## src/rtl/immediate_extender.sv

```systemverilog
// immediate_extender: RV32I immediate decode (I/S/B/U/J) with a sticky
// unsupported-select flag.
// Optional build macro IMM_EXT_REG_EN registers Imm_Ext (1-cycle latency);
// without it Imm_Ext is purely combinational.
module immediate_extender #(
  parameter logic [31:0] DEFAULT_IMM = 32'h0000_0000
) (
  input  logic        CLK,
  input  logic        RST,
  input  logic [31:0] Instr,
  input  logic [2:0]  Imm_Type_Sel,
  output logic [31:0] Imm_Ext,
  output logic        Imm_Sel_Err
);

  localparam int unsigned XLEN  = 32;
  localparam int unsigned SEL_W = 3;

  localparam logic [SEL_W-1:0] IMM_I = SEL_W'(0);
  localparam logic [SEL_W-1:0] IMM_S = SEL_W'(1);
  localparam logic [SEL_W-1:0] IMM_B = SEL_W'(2);
  localparam logic [SEL_W-1:0] IMM_U = SEL_W'(3);
  localparam logic [SEL_W-1:0] IMM_J = SEL_W'(4);

  logic [XLEN-1:0] imm_c;
  logic            sel_bad_c;
  logic            sel_err_d;
  logic            sel_err_q;

  // Opcode field never feeds any immediate format.
  logic unused_opcode;
  assign unused_opcode = ^Instr[6:0];

  // Format decode: sign bit is always Instr[31] except for U, which fills bit 31 directly.
  always_comb begin
    imm_c     = DEFAULT_IMM;
    sel_bad_c = 1'b0;
    case (Imm_Type_Sel)
      IMM_I:   imm_c = {{21{Instr[31]}}, Instr[30:20]};
      IMM_S:   imm_c = {{21{Instr[31]}}, Instr[30:25], Instr[11:7]};
      IMM_B:   imm_c = {{20{Instr[31]}}, Instr[7], Instr[30:25], Instr[11:8], 1'b0};
      IMM_U:   imm_c = {Instr[31:12], 12'b0};
      IMM_J:   imm_c = {{12{Instr[31]}}, Instr[19:12], Instr[20], Instr[30:21], 1'b0};
      default: begin
        imm_c     = DEFAULT_IMM;
        sel_bad_c = 1'b1;
      end
    endcase
  end

  // Sticky error: once an unsupported select is seen it holds until reset.
  always_comb begin
    sel_err_d = sel_err_q | sel_bad_c;
  end

  // Error flag register; reset wins over a simultaneous set.
  always_ff @(posedge CLK) begin
    if (RST) sel_err_q <= 1'b0;
    else     sel_err_q <= sel_err_d;
  end

  assign Imm_Sel_Err = sel_err_q;

`ifdef IMM_EXT_REG_EN
  logic [XLEN-1:0] imm_ext_d;
  logic [XLEN-1:0] imm_ext_q;

  // Next registered immediate is the current decode.
  always_comb begin
    imm_ext_d = imm_c;
  end

  // Output register for the immediate; cleared by reset.
  always_ff @(posedge CLK) begin
    if (RST) imm_ext_q <= '0;
    else     imm_ext_q <= imm_ext_d;
  end

  assign Imm_Ext = imm_ext_q;
`else
  assign Imm_Ext = imm_c;
`endif

endmodule

```

## config.mk

```make
export PLATFORM = sky130hd
export DESIGN_NAME = immediate_extender
export DESIGN_NICKNAME = d
export VERILOG_FILES = /design/src/rtl/immediate_extender.sv
export SDC_FILE = /design/constraint.sdc
export NUM_CORES = 1
export LEC_CHECK = 0
export BUFFER_PORTS_ARGS = -buffer_cell sky130_fd_sc_hd__buf_2
export CORE_MARGIN = 5
export CORE_UTILIZATION = 31
export DETAILED_ROUTE_END_ITERATION = 6
export HOLD_SLACK_MARGIN = 0.03
export PLACE_DENSITY = 0.81
export SYNTH_ARGS = -nofsm -noshare
export SYNTH_HDL_FRONTEND = slang
export SYNTH_SLANG_ARGS = --single-unit
export TNS_END_PERCENT = 20
```

## constraint.sdc

```tcl
create_clock -name CLK -period 1.5 [get_ports CLK]
set_clock_uncertainty 0.15 [all_clocks]
set_input_delay 0.3 -clock CLK [delete_from_list [all_inputs] [get_ports CLK]]
set_output_delay 0.3 -clock CLK [all_outputs]
set_load 0.01 [all_outputs]
```

Yosys cells after proc, flatten, opt, wreduce, memory -nomap -nowiden

Index checks and enable logic that the tools add are counted.

Equal/unequal tests: 4
Multiplexer cells: 2
Bitwise operators: 1
Reduce and logical (&&, ||, !) cells: 2

Operator list:

| kind                                                            | count |
|---|---|
| 32-bit one-hot mux with 5 select lines                          | 1 |
| 3-bit by 2-bit == test with 1-bit output, second input constant | 2 |
| 5-bit OR reduction                                              | 1 |
| 3-bit by 1-bit == test with 1-bit output, second input constant | 1 |
| 3-bit == test, second input constant                            | 1 |
| 3-bit zero test                                                 | 1 |
| 1-bit two-way mux                                               | 1 |
| 1-bit OR                                                        | 1 |

Register bits after elaboration: 1
Bits of input ports: 37
Logic and storage cells: 10

Longest topological paths before layout

Word-level depth: 4
Gate-level depth with buffers: 5
Gate-level depth less buffers: 3

Worst setup path after synthesis

OpenSTA, ideal clock, no wires.

Kind: input -> output
From: input port Imm_Type_Sel[2]
To: output port Imm_Ext[12]
Arrival time: 1.077 ns
Data required time: 1.050 ns
Slack: -0.027 ns
Stages on the path: 5
Buffers on the path: 2
Cell sequence: buf_2 nor2b_1 clkbuf_1 a21oi_1 o22ai_1

Longest elaborated chain between the ends: 2
Elaborated cells between the ends (all ways): 6
Those cells by class: 4 x eq/ne; 1 x mux; 1 x reduce/logical

RTL lines:

| item                                        | RTL line | text |
|---|---|---|
| start: declaration                          | 11       | `input logic [2:0] Imm_Type_Sel,` |
| 3-bit == test, or another cell as far along | 38       | `case (Imm_Type_Sel)` |
| 32-bit one-hot mux with 5 select lines *    | 38       |  |
| end: declaration                            | 12       | `output logic [31:0] Imm_Ext,` |

Every way passes the cells marked *; elsewhere a longest branch is shown, timed or not.

Final worst setup path

From: input port Imm_Type_Sel[2]
To: output port Imm_Ext[26]

Same word-level chain as after synthesis.

==> impl_metrics.json <==
{
  "status": "finished with violations",
  "violations": "setup timing",
  "track_usage_pct": 18.51,
  "relSlewSlack_pct": 86.26,
  "ir_drop_v": 0.0002437,
  "layout_commonest_cell": "buf_2",
  "fin_area_um2": 1142,
  "gp_congestion": 0.7740,
  "crit_slowest_cell": "and3b_2",
  "grt_setup_unrepaired": "true",
  "end_kind": "primary output",
  "postRouteAntennaNets": 0,
  "dr.pass1.iters": 4,
  "hold_viol": 0,
  "crit_fanout": 6,
  "fin_ws_ns": -0.1420,
  "critPathBufInv": 4,
  "crit_type": "input port to primary output",
  "insertion_delay_ns": 0,
  "fmax_mhz": 609.0,
  "wl_per_cell_um": 14.01,
  "drt-total-wl_um": 2690,
  "largest_reg_flops": 1,
  "final-setup-viol-count": 26,
  "fp.dieW_um": 51.95,
  "hold_path.class": "register to register",
  "arrival_ns": 1.19,
  "antenna_found_initial": 0,
  "fin_nets": 206,
  "start_kind": "input port",
  "num_io_pins": 70,
  "io_buffer_count": 62,
  "diodes": 0,
  "grt_max_degree": 16,
  "drc": 0,
  "cts_hold_repair.buffers": 0,
  "start_util_pct": 31.94,
  "grt_pass1_vias": 984,
  "drt_iter0_drc": 8,
  "die_area_um2": 2699,
  "post_route_cells_drive_above_1_share_pct": 61.08,
  "ys_warn_count": 0,
  "final.min_clock_period_ns": 1.642,
  "syn_nets": 137,
  "ys_ff_latch": 1,
  "die_h_um": 51.95,
  "areaGrowthSynthToFinish_pct": 109.4,
  "cap_violations": 0,
  "tightestPinTransition_ns": 0.2057,
  "syn_inst": 100,
  "hpwl_um": 1852,
  "grt_pass1_wl_um": 4084,
  "vias": 1006,
  "viasPerCell": 5.240,
  "dpl_cell_area_um2": 960.9,
  "syn_avg_cell_area_um2": 5.455,
  "worstPathCellList": "buf_8, buf_6, and3b_2, buf_6, nand2_1, nand2_1, buf_2",
  "min_period_over_period_pct": 109.5,
  "final_cell_mix": "56 x buf_2, 18 x nand2_1, 9 x a21oi_1, 9 x buf_6",
  "overflow": 0,
  "ys_seq_area_share_pct": 3.670,
  "max_stage_delay_ns": 0.26,
  "coreArea_um2": 1708,
  "num_rows": 15,
  "cp_top_family": "buffers and inverters",
  "cp.required_ns": 1.05,
  "synth_area_um2": 545.5,
  "clkTransAtPathRegs_ns": 0,
  "synthDistinctLibCells": 22,
  "worst_hold_slack_ns": 0.2843,
  "drv_slew": 0,
  "leakage_nw": 0.6191,
  "cellPowerDensity_nw_per_um2": 362.0,
  "post_cts_buffers": 0
}
==> per-stage QoR <==
| step | utilization, % | worst slack, ns | total power [mW] | std cells | setup TNS [ns] |
|---|---|---|---|---|---|
| final | 66.89 | -0.1420 | 0.4136 | 192 | -1.742 |
| after global routing | 66.89 | -0.2116 | 0.4450 | 192 | -3.244 |
| after floorplan | - | -0.001305 | 0.1894 | 100 | -0.01305 |
| after global placement | 56.26 | -0.2276 | 0.3359 | 191 | -3.953 |
| after CTS | 63.15 | -0.08171 | 0.3839 | 192 | -1.365 |
| after detailed placement | 56.26 | -0.2784 | 0.3454 | 191 | -4.573 |
==> cell families after synthesis <==
| kind of cell | share of synthesized area (%) |
|---|---|
| simple gates | 47.02 |
| compound gates | 34.63 |
| buf+inv | 10.78 |
| mux | 1.835 |
| fa+ha+maj | 2.064 |
| flops | 3.670 |
==> synth_stat cells <==
cell type,number,area (um^2)
nand2_1,23,86.33
a21oi_1,17,85.08
nor2b_1,15,93.84
o21ai_0,9,45.04
o22ai_1,8,50.05
buf_2,7,35.03
nand2b_1,4,25.02
clkbuf_1,2,7.510
inv_1,2,7.510
a32oi_1,1,8.760
and2_0,1,6.260
and2_1,1,6.260
and3b_1,1,8.760
buf_1,1,3.750
clkbuf_2,1,5.000
dfxtp_1,1,20.02
maj3_2,1,11.26
mux2i_1,1,10.01
nand2b_4,1,13.76
nand3b_1,1,7.510
nor2_1,1,3.750
nor3_1,1,5.000
==> cell type report <==
| class | count | area [um^2] |
|---|---|---|
| inverter | 2 | 7.507 |
| tap | 25 | 31.28 |
| fill | 128 | 565.5 |
| timing repair buffer | 77 | 519.2 |
| sequential | 1 | 20.02 |
| multi-input combinational | 87 | 564.3 |
==> what timing repair did <==
action / in CTS / in global routing
setup endpoints to repair: 31 / 30
pin swaps: 9 / 13
resized for setup: 35 / 20
cloned: 1 / 0
==> worst register-to-register path, stage by stage, from the launching register on <==
cell,delay [ns]
dfxtp_1,0.30
inv_1,0.04
a21oi_1,0.11
==> where the power goes <==
| part | internal [mW] | switching [mW] | total [mW] |
|---|---|---|---|
| registers | 0.0293 | 0.000840 | 0.0301 |
| logic | 0.193 | 0.191 | 0.383 |
| clock network | 0 | 0 | 0 |
==> metal layers <==
| metal | GRT usage, % | vias to the layer above | part of all wire [%] |
|---|---|---|---|
| met4 | 1.747 | 0 | 1.1 |
| met1 | 20.24 | 465 | 38 |
| met2 | 36.19 | 61 | 49 |
| met3 | 4.585 | 4 | 12 |
| met5 | 0 | - | 0 |
| li1 | - | 476 | - |
==> path summary, 6_finish.rpt <==
path,from,endpoint,cells after the start,slack (ns)
max,Imm_Type_Sel[2],Imm_Ext[26],7,-0.14
min,Imm_Sel_Err,Imm_Sel_Err,2,0.28
max reg2reg,Imm_Sel_Err,Imm_Sel_Err,2,0.83
min reg2reg,Imm_Sel_Err,Imm_Sel_Err,2,0.28
Power figures use the tool's default switching activity.
